<file path="config.mk">
export PLATFORM = sky130hd
export DESIGN_NAME = cache_arbiter
export DESIGN_NICKNAME = d
export VERILOG_FILES = /design/src/rtl/arb_types.sv /design/src/rtl/cache_arbiter_line_buf.sv /design/src/rtl/cache_arbiter.sv
export SDC_FILE = /design/constraint.sdc
export NUM_CORES = 1
export LEC_CHECK = 0
export ABC_AREA = 0
export ABC_CLOCK_PERIOD_IN_PS = 2100
export CORE_AREA = 2 2 544 546
export DETAILED_ROUTE_END_ITERATION = 10
export DIE_AREA = 0 0 546 548
export DONT_BUFFER_PORTS = 1
export PLACE_DENSITY = 0.3
export SLEW_MARGIN = 20
export SYNTH_ARGS = -nofsm -noshare
export SYNTH_HDL_FRONTEND = slang
export SYNTH_SLANG_ARGS = --single-unit
</file>
<file path="constraint.sdc">
create_clock -name clk -period 2.1 [get_ports clk]
set_input_delay 0.21 -clock clk [delete_from_list [all_inputs] [get_ports clk]]
set_output_delay 0.21 -clock clk [all_outputs]
set_load 0.05 [all_outputs]
</file>
<file path="src/rtl/arb_types.sv">
// Shared types for the cache arbiter: FSM state, grant side, memory opcode.
// No logic of its own; zero latency.
// Backpressure: not applicable.
package arb_types;

  typedef enum logic [1:0] {
    IDLE    = 2'd0,
    SERVE_I = 2'd1,
    SERVE_D = 2'd2,
    DONE    = 2'd3
  } arb_state_t;

  typedef enum logic {
    GRANT_I = 1'b0,
    GRANT_D = 1'b1
  } grant_t;

  typedef enum logic {
    OP_READ  = 1'b0,
    OP_WRITE = 1'b1
  } arb_op_t;

  // Side that did not win; used to hand the tie-break to the loser.
  function automatic grant_t other_side(input grant_t g);
    return (g == GRANT_I) ? GRANT_D : GRANT_I;
  endfunction

endpackage

</file>
<file path="src/rtl/cache_arbiter_line_buf.sv">
// Line buffer holding the most recent memory response line.
// Latency: loads on the cycle i_load is high, visible the next cycle.
// Backpressure: none; holds its value until the next load or reset.
module cache_arbiter_line_buf #(
  parameter int LINE_WIDTH = 256
) (
  input  logic                  clk,
  input  logic                  rst_n,
  input  logic                  i_load,
  input  logic [LINE_WIDTH-1:0] i_dat,
  output logic [LINE_WIDTH-1:0] o_dat
);

  logic [LINE_WIDTH-1:0] r_line;

  // Capture the returned line; cleared by reset.
  always_ff @(posedge clk or negedge rst_n) begin
    if (!rst_n) begin
      r_line <= '0;
    end else if (i_load) begin
      r_line <= i_dat;
    end
  end

  assign o_dat = r_line;

endmodule

</file>
<file path="src/rtl/cache_arbiter.sv">
// Arbitrates icache/dcache line requests onto one memory port, one transaction at a time.
// Latency: memory command 1 cycle after the IDLE request; requester resp 1 cycle after pmem_resp.
// Backpressure: losing/late requesters are simply not granted until IDLE; they must hold their request.
// Option: define ARB_ROUND_ROBIN_EN for round-robin tie-breaking (default: dcache always wins ties).
module cache_arbiter
  import arb_types::*;
#(
  parameter int LINE_WIDTH = 256,
  parameter int ADDR_WIDTH = 32
) (
  input  logic                  clk,
  input  logic                  rst_n,
  input  logic                  i_read,
  input  logic [ADDR_WIDTH-1:0] i_address,
  output logic [LINE_WIDTH-1:0] i_rdata,
  output logic                  i_resp,
  input  logic                  d_read,
  input  logic                  d_write,
  input  logic [ADDR_WIDTH-1:0] d_address,
  input  logic [LINE_WIDTH-1:0] d_wdata,
  output logic [LINE_WIDTH-1:0] d_rdata,
  output logic                  d_resp,
  output logic                  pmem_read,
  output logic                  pmem_write,
  output logic [ADDR_WIDTH-1:0] pmem_address,
  output logic [LINE_WIDTH-1:0] pmem_wdata,
  input  logic [LINE_WIDTH-1:0] pmem_rdata,
  input  logic                  pmem_resp
);

  arb_state_t            r_state;
  arb_state_t            w_next_state;
  grant_t                r_gnt;
  grant_t                w_gnt;
  arb_op_t               r_op;
  logic [ADDR_WIDTH-1:0] r_addr;
  logic [LINE_WIDTH-1:0] r_wdata;
  logic [LINE_WIDTH-1:0] w_line;
  logic                  w_i_req;
  logic                  w_d_req;
  logic                  w_grant_vld;
  logic                  w_serving;
  logic                  w_load;

  assign w_i_req     = i_read;
  assign w_d_req     = d_read | d_write;
  assign w_grant_vld = (r_state == IDLE) && (w_i_req || w_d_req);

`ifdef ARB_ROUND_ROBIN_EN
  grant_t r_rr_ptr;

  // Winner selection: a tie goes to the side the pointer favours.
  always_comb begin
    w_gnt = GRANT_D;
    if (w_i_req && w_d_req) begin
      w_gnt = r_rr_ptr;
    end else if (w_i_req) begin
      w_gnt = GRANT_I;
    end
  end

  // Every grant hands the next tie to the side that was not granted.
  always_ff @(posedge clk or negedge rst_n) begin
    if (!rst_n) begin
      r_rr_ptr <= GRANT_D;
    end else if (w_grant_vld) begin
      r_rr_ptr <= other_side(w_gnt);
    end
  end
`else
  // Winner selection: dcache wins any tie.
  always_comb begin
    w_gnt = GRANT_D;
    if (w_i_req && !w_d_req) begin
      w_gnt = GRANT_I;
    end
  end
`endif

  // State register.
  always_ff @(posedge clk or negedge rst_n) begin
    if (!rst_n) begin
      r_state <= IDLE;
    end else begin
      r_state <= w_next_state;
    end
  end

  // Next state and outputs; memory commands come only from latched request fields.
  always_comb begin
    w_next_state = r_state;
    w_serving    = 1'b0;
    i_resp       = 1'b0;
    d_resp       = 1'b0;
    case (r_state)
      IDLE: begin
        if (w_grant_vld) begin
          w_next_state = (w_gnt == GRANT_I) ? SERVE_I : SERVE_D;
        end
      end
      SERVE_I, SERVE_D: begin
        w_serving = 1'b1;
        if (pmem_resp) begin
          w_next_state = DONE;
        end
      end
      DONE: begin
        i_resp       = (r_gnt == GRANT_I);
        d_resp       = (r_gnt == GRANT_D);
        w_next_state = IDLE;
      end
      default: w_next_state = IDLE;
    endcase
  end

  assign pmem_read    = w_serving && (r_op == OP_READ);
  assign pmem_write   = w_serving && (r_op == OP_WRITE);
  assign pmem_address = r_addr;
  assign pmem_wdata   = r_wdata;
  assign w_load       = w_serving && pmem_resp;

  // Latch the winner's request at grant; read+write together is a write-back.
  always_ff @(posedge clk or negedge rst_n) begin
    if (!rst_n) begin
      r_gnt   <= GRANT_D;
      r_op    <= OP_READ;
      r_addr  <= '0;
      r_wdata <= '0;
    end else if (w_grant_vld) begin
      r_gnt <= w_gnt;
      if (w_gnt == GRANT_I) begin
        r_op    <= OP_READ;
        r_addr  <= i_address;
        r_wdata <= '0;
      end else begin
        r_op    <= d_write ? OP_WRITE : OP_READ;
        r_addr  <= d_address;
        r_wdata <= d_wdata;
      end
    end
  end

  cache_arbiter_line_buf #(
    .LINE_WIDTH(LINE_WIDTH)
  ) u_line_buf (
    .clk   (clk),
    .rst_n (rst_n),
    .i_load(w_load),
    .i_dat (pmem_rdata),
    .o_dat (w_line)
  );

  assign i_rdata = w_line;
  assign d_rdata = w_line;

endmodule
</file>
==> impl_metrics.yaml, run 1 <==
sta:
  layout_setup_ws_ps: 48.11
  tightest_slew_ps: 1260
  min_period_ps: 2052
  hold_viol_final: 426
  setup_viol: 0
  drv_slew: 0
  grt_setup_unrepaired: "true"
  hold_ws_ps: -902.7
  slew_headroom: 0.1599
  tns_ps: 0
  finalClockSkew_ps: 42.16
  max_freq_mhz: 487.4
  period_share: 0.9771
detailed_routing:
  drt_wl_total_mm: 167.7
  post_drt_wl_per_cell_um: 26.34
  vias: 16910
  postRouteAntennaNets: 0
  drtPass1Iterations: 4
  drt_first_iter_violations: 714
  drc_errors: 0
  viasPerCell: 2.656
clocking:
  cts.sinks: 548
  ctsLongestPathBuffers: 4
  hold_buffers: 626
  cts_root_buffer: "clkbuf_16"
  cts_buffers: 82
  clock_latency_ps: 800
  htreeDepth: 3
  path_clk_slew_ps: 60
  cts_tree: "built"
setup_path:
  start_kind: "flip-flop"
  cp_data_arrival_time_ps: 2700
  path_cells: "inv_2 > ha_4 > buf_4 > a32oi_1 > dlygate4sd3_1 > mux2_1"
  critPathBufInv: 3
  startpoint: "r_state[1]"
  reg2reg_depth: 6
  crit_type: "flip-flop to flip-flop"
  endpoint_kind: "flip-flop"
  crit_cells: 6
  reg2reg_slack_ps: 50
  critical_path.slowest_cell: "dlygate4sd3_1"
  path_delay_family: "buffers and inverters"
  cp-endpoint: "r_state[1]"
  cp_max_fo: 4
  critPathRequiredTime_ps: 2750
  cp_slowest_stage_delay_ps: 620
  r2r-end: "r_state[1]"
  rr_startpoint: "r_state[1]"
finish:
  fillers: 33000
  regArea_sq_mm: 0.01372
  syn_to_final_growth_pct: 69.98
  layout.cells.most_common: "dlygate4sd3_1"
  drive_above_1_share: 0.2433
  num-nets-final: 2917
  final_cell_mix: "626 x dlygate4sd3_1, 543 x dfrtp_1, 406 x buf_4, 256 x a22o_1, 247 x mux2_1"
  multi_input_area_sq_mm: 0.005836
floorplan:
  core_sq_mm: 0.2931
  num_rows: 199
  die_h_um: 548
  ios: 1386
  start_util: 0.07463
  dieWidth_um: 546
  dieArea_sq_mm: 0.2992
synth:
  yosysSeqAreaShare: 0.6271
  synthesis.nets: 2122
  ys_types: 23
  yosysWarnings: 0
  synth.avg_cell_area_sq_um: 14.23
  ys_ff_latch: 548
  syn_inst: 1537
  syn_area_sq_mm: 0.02187
global_route:
  grt_pass1_wl_mm: 209.4
  grt.total_usage: 0.1085
  first_global_vias: 18100
  grt.overflow.total: 0
  antenna_found_initial: 166
  grt_max_degree: 549
run_status:
  violations: "negative hold slack"
  status: "complete, but fails checks"
placed_design:
  io_buffers: 0
  hpwl_mm: 142.3
  place_congestion: 0.8702
  dp_slack_ps: -107.1
run:
  max_cap_violations: 0
worst_hold_path:
  worst_hold_path_type: "input pin to asynchronous set/reset pin"
[cells in the mapped netlist, drive strengths merged]
library cell,number,area [sq um]
nand2,6,22.52
a31oi,2,12.51
nand4bb,1,11.26
mux2i,1,10.01
nor2b,4,25.02
inv,4,15.01
mux2,257,2894
and2,2,12.51
nor2,66,247.7
o31a,1,8.760
ha,3,37.54
o22ai,32,200.2
a32oi,1,8.760
o31ai,1,21.27
buf,340,2341
clkbuf,11,41.29
dfstp,1,26.28
a22o,256,2242
o21ai,1,5.000
dfrtp,547,13690
[how the worst min path moves through the flow]
stage	startpoint	end	slack, ps	depth (start not counted)
global route	rst_n	pmem_wdata[203]	-960	0
detailed placement	rst_n	pmem_wdata[201]	-70	0
finish	rst_n	pmem_wdata[201]	-900	0
floorplan	rst_n	pmem_address[0]	-90	0
global placement	rst_n	pmem_wdata[202]	-70	0
CTS	rst_n	pmem_wdata[201]	-1000	0
[layer usage]
metal,track usage,part of all wire
met1,0.1026,0.32
met2,0.1844,0.49
met3,0.06357,0.13
met4,0.05811,0.055
met5,0,0.0034
[cell type report]
cell class | instances | share of cell area
repair buffers | 1062 | 0.2668
inverters | 4 | 0.0004039
diodes | 64 | 0.004308
clock buffers | 114 | 0.06142
multi-input cells | 634 | 0.1570
clock inverters | 22 | 0.009121
flip-flops and latches | 548 | 0.3690
well taps | 3919 | 0.1319
[stage by stage]
stage | instances | hold WS (ps) | utilization | cell area, sq um
after floorplan | 1537 | -85.59 | - | 21870
after global placement | 5534 | -68.68 | 0.09537 | 27950
after detailed placement | 5534 | -74.46 | 0.09537 | 27950
after CTS | 6298 | -999.0 | 0.1259 | 36900
after global routing | 6344 | -964.6 | 0.1267 | 37120
final | 6367 | -902.7 | 0.1269 | 37180
[cell families after synthesis]
kind of cell / Yosys count / share of synthesized area
buffers and inverters: 355 / 0.1096
muxes: 258 / 0.1328
adders and majority gates: 3 / 0.001716
and+or+nand+nor: 79 / 0.01459
DFF: 548 / 0.6271
AOI/OAI and AO/OA: 294 / 0.1142
[worst reg2reg max path: cells and delay by family, from the launching register on]
kind | cells | cell delay [ps]
DFF | 1 | 390
buffers and inverters | 3 | 860
muxes | 1 | 320
adders and majority gates | 1 | 210
AOI/OAI and AO/OA | 1 | 150
[repair_timing]
action | 4_1_cts | 5_1_grt
gates cloned | 0 | 0
setup endpoints to repair | 9 | 11
pin swaps | 1 | 0
buffers inserted | 3 | 2
resized for setup | 16 | 3
hold endpoints to repair | 1096 | 426
[flip-flops by register name, summed over array words and instances, names as in the netlist]
signal and count:
pmem_address 32, pmem_wdata 256, r_gnt 1, r_op 1, r_state 2, u_line_buf.o_dat 256
Power of run 1 is left out: the tool's default activity adds up to more than one toggle a clock period on the data nets, which glitch-free logic cannot reach.
==> run 2: changes to the inputs <==
BUFFER_PORTS_ARGS = -buffer_cell sky130_fd_sc_hd__buf_4   (was unset)
CORE_AREA = 2 2 535 537   (was 2 2 544 546)
DIE_AREA = 0 0 537 539   (was 0 0 546 548)
DONT_BUFFER_PORTS = unset   (was 1)
PLACE_DENSITY = 0.32   (was 0.3)
RECOVER_POWER = 50   (was unset)
==> impl_metrics.yaml, run 2 (same netlist as run 1, synthesis figures left out) <==
run_status:
  status: "complete, but fails checks"
  violations: "negative setup slack"
finish:
  final_area_sq_mm: 0.04311
  fillers: 32150
  drive_above_1_share: 0.3969
  final_cell_mix: "1120 x buf_4, 584 x dlygate4sd3_1, 547 x dfrtp_1, 296 x clkbuf_1, 256 x a22o_1"
  layout.cells.most_common: "buf_4"
  final_core_util: 0.1518
  multi_input_area_sq_mm: 0.005777
  syn_to_final_growth_pct: 97.09
  regArea_sq_mm: 0.01371
  num-nets-final: 3929
  layout.cells.non_filler: 7210
sta:
  max_freq_mhz: 472.1
  tightest_slew_ps: 1201
  period_share: 1.009
  setup_viol: 1
  slew_headroom: 0.1994
  layout_setup_ws_ps: -18.29
  min_period_ps: 2118
  hold_ws_ps: 183.4
  finalClockSkew_ps: 47.69
  grt_setup_unrepaired: "true"
  drv_slew: 0
  hold_viol_final: 0
clocking:
  cts.sinks: 548
  clock_latency_ps: 760
  htreeDepth: 3
  cts_tree: "built"
  cts_root_buffer: "clkbuf_16"
  path_clk_slew_ps: 60
  cts_buffers: 81
  ctsLongestPathBuffers: 4
placed_design:
  placed_area_sq_mm: 0.03567
  io_buffers: 1385
  hpwl_mm: 152.9
  placed_cells: 6436
  place_congestion: 0.8247
run:
  max_cap_violations: 0
setup_path:
  path_cells: "inv_2 > ha_4 > nor2b_4 > buf_12"
  critical_path.slowest_cell: "dfrtp_1"
  cp_data_arrival_time_ps: 1910
  cp_slowest_stage_delay_ps: 380
  path_delay_family: "flip-flops"
  start_kind: "flip-flop"
  crit_type: "flip-flop to output port"
  critPathRequiredTime_ps: 1890
  critPathBufInv: 2
  cp_max_fo: 3
  endpoint_kind: "output port"
floorplan:
  die_h_um: 539
  num_rows: 196
  dieWidth_um: 537
  ios: 1386
  dieArea_sq_mm: 0.2894
  core_sq_mm: 0.2840
  start_util: 0.07702
power:
  power_uw: 89630
  power_density_mw_per_mm2: 2079
  ir_drop_mv: 1.112
  p_leak_uw: 0.01890
global_route:
  grt.total_usage: 0.1182
  grt.overflow.total: 0
  grt_max_degree: 53
  antenna_found_initial: 143
  grt_pass1_wl_mm: 226.4
  first_global_vias: 21910
detailed_routing:
  viasPerCell: 2.890
  drt_first_iter_violations: 968
  vias: 20840
  drt_wl_total_mm: 177.6
  drtPass1Iterations: 5
  postRouteAntennaNets: 0
  post_drt_wl_per_cell_um: 24.64
  drc_errors: 0
worst_hold_path:
  worst_hold_path_type: "input pin to flip-flop"
run 2: power by group:
group,internal [uW],switching [uW]
Sequential,15800,5100
Clock,8380,5590
Combinational,14500,40200
Total,38700,50900
run 2: final cells by class:
type | count | area share
multi-input combinational | 634 | 0.1340
clock buffer | 113 | 0.05329
timing repair buffer | 2075 | 0.3736
antenna | 49 | 0.002845
sequential | 548 | 0.3182
inverter | 4 | 0.0003483
clock inverter | 25 | 0.008534
tap | 3762 | 0.1092
run 2: timing repair:
item,CTS,global route
endpoints found under the setup margin,2,48
resized for setup,9,12
pin swaps,1,1
hold buffers,584,0
setup buffers,3,0
cloned,0,1
hold endpoints to repair,816,0
run 2: routing by layer:
metal,track usage,part of all wire,wire length [um]
met1,0.1311,0.38,66660
met2,0.1986,0.47,83530
met3,0.05459,0.11,20130
met4,0.03804,0.040,7035
met5,0,0.0016,281
run 2: worst paths after layout:
check                                     from                    end  slack, ps  cells after the start
worst max-delay path                r_state[0]              pmem_read        -20                      4
worst min-delay path              d_wdata[131]        pmem_wdata[131]        180                      3
worst max register to register      r_state[0]  u_line_buf.o_dat[123]         30                      7
worst min register to register  pmem_wdata[34]         pmem_wdata[34]        500                      1
max in group asynchronous                rst_n        pmem_wdata[218]        300                      3
min in group asynchronous                rst_n   u_line_buf.o_dat[51]        250                      2
run 2: through the flow:
| stage | TNS, ps | setup WS, ps |
|---|---|---|
| floorplan | 0 | 353.3 |
| global placement | 0 | 104.9 |
| detailed placement | 0 | 103.7 |
| CTS | -150.1 | -130.7 |
| global route | -219.5 | -142.8 |
| finish | -18.29 | -18.29 |
run 2: worst register-to-register path: stages, from the launching register on:
cell,delay (ps)
dfrtp_1,410
inv_2,90
ha_4,210
buf_4,150
nand2_4,70
buf_16,190
buf_12,470
mux2_1,340
No activity file was read; power rests on OpenSTA's default activity.
==> run 3: changes to the inputs <==
REMOVE_ABC_BUFFERS = 1   (was unset)
==> impl_metrics.yaml, run 3 (same netlist as run 1, synthesis figures left out) <==
sta:
  hold_ws_ps: 30.34
  slew_headroom: 0.2623
  min_period_ps: 2031
  hold_viol_final: 0
  max_freq_mhz: 492.3
  period_share: 0.9673
  finalClockSkew_ps: 43.38
  setup_viol: 0
  drv_slew: 0
  tns_ps: 0
  tightest_slew_ps: 1107
  grt_setup_unrepaired: "true"
finish:
  multi_input_area_sq_mm: 0.005822
  layout.cells.most_common: "buf_4"
  syn_to_final_growth_pct: 101.5
  regArea_sq_mm: 0.01371
  fillers: 31780
  drive_above_1_share: 0.4736
  final_cell_mix: "1421 x buf_4, 583 x dlygate4sd3_1, 547 x dfrtp_1, 256 x a22o_1, 247 x mux2_1"
  num-nets-final: 3922
setup_path:
  critical_path.slowest_cell: "dfrtp_1"
  path_cells: "inv_2 > ha_4 > nor2b_4 > buf_12"
  path_delay_family: "flip-flops"
  crit_type: "flip-flop to output port"
  start_kind: "flip-flop"
  cp_data_arrival_time_ps: 1820
  reg2reg_depth: 7
  endpoint_kind: "output port"
  rr_startpoint: "r_state[0]"
  cp_max_fo: 3
  critPathRequiredTime_ps: 1890
  r2r-end: "u_line_buf.o_dat[252]"
  critPathBufInv: 2
  cp_slowest_stage_delay_ps: 370
  reg2reg_slack_ps: 100
worst_hold_path:
  worst_hold_path_type: "input pin to asynchronous set/reset pin"
detailed_routing:
  dr_wl_met3_mm: 16.16
  drtPass1Iterations: 4
  drt_first_iter_violations: 931
  post_drt_wl_per_cell_um: 23.95
  drc_errors: 0
  vias: 20740
  wl_met2_mm: 82.83
  viasPerCell: 2.887
  drt_wl_total_mm: 172.1
  postRouteAntennaNets: 0
  wl_met1_mm: 66.59
  highest_layer: "met5"
floorplan:
  core_sq_mm: 0.2840
  num_rows: 196
  die_h_um: 539
  dieArea_sq_mm: 0.2894
  dieWidth_um: 537
  start_util: 0.07702
  ios: 1386
clocking:
  cts_buffers: 78
  htreeDepth: 3
  cts.sinks: 548
  path_clk_slew_ps: 60
  ctsLongestPathBuffers: 4
  cts_tree: "built"
  clock_latency_ps: 760
  cts_root_buffer: "clkbuf_16"
run:
  max_cap_violations: 0
global_route:
  antenna_found_initial: 126
  first_global_vias: 21740
  grt_max_degree: 75
  grt_pass1_wl_mm: 219.8
  grt.total_usage: 0.1143
  grt.overflow.total: 0
power:
  ir_drop_mv: 1.132
  power_density_mw_per_mm2: 2066
  p_leak_uw: 0.01981
run_status:
  status: "completed"
placed_design:
  hpwl_mm: 145.7
  place_congestion: 0.8116
  io_buffers: 1385
[run 3: cell count changes in the layout (fill, tap and decap cells not counted), moves of 3 or more]
cell | before | now
diode_2 | 49 | 34
clkbuf_1 | 296 | 38
buf_4 | 1120 | 1421
buf_6 | 12 | 5
clkinv_2 | 9 | 13
buf_12 | 13 | 24
clkbuf_8 | 15 | 12
clkbuf_2 | 57 | 13
[run 3: layer usage]
metal,vias up,GRT usage
li1,8914,-
met2,1172,0.1959
met5,-,0
met4,34,0.03672
met3,320,0.04515
met1,10300,0.1283
[run 3: worst max path at each step]
stage / from / endpoint / cells past startpoint
2_1_floorplan: r_state[0] / pmem_wdata[0] / 4
5_1_grt: r_state[1] / pmem_read / 4
4_1_cts: r_state[1] / pmem_read / 4
6_report: r_state[1] / pmem_read / 4
3_5_place_dp: r_state[1] / u_line_buf.o_dat[6] / 6
3_3_place_gp: r_state[0] / u_line_buf.o_dat[7] / 6
[run 3: what timing repair did]
action / 4_1_cts / 5_1_grt
resized for setup: 14 / 7
setup endpoints to repair: 2 / 40
pin swaps: 1 / 1
setup buffers: 4 / 3
gates cloned: 0 / 1
hold buffers: 583 / 0
hold endpoints to repair: 967 / 0
[run 3: layout make-up]
cell class                 count  share of cell area
antenna                       34            0.001931
clock inverter                24            0.006191
tap                         3762              0.1068
inverter                       4           0.0003408
clock buffer                 108             0.05006
timing repair buffer        2071              0.3913
sequential                   548              0.3113
multi-input combinational    634              0.1321
[run 3: power by group]
| part | total, uW | switching, uW | internal, uW |
|---|---|---|---|
| logic | 56700 | 39800 | 16900 |
| clock network | 13200 | 5390 | 7820 |
| registers | 21100 | 5290 | 15800 |
[run 3: through the flow]
stage | total power [uW] | area [sq um] | setup slack, ps | std cells | utilization
4_1_cts | 92560 | 44130 | -83.97 | 7147 | 0.1554
6_report | 91010 | 44060 | 68.65 | 7185 | 0.1552
2_1_floorplan | 44550 | 19490 | -7730 | 1186 | -
5_1_grt | 95120 | 44020 | -87.26 | 7168 | 0.1550
3_5_place_dp | 77210 | 35740 | 118.3 | 6429 | 0.1259
3_3_place_gp | 77210 | 35740 | 50.21 | 6429 | 0.1259
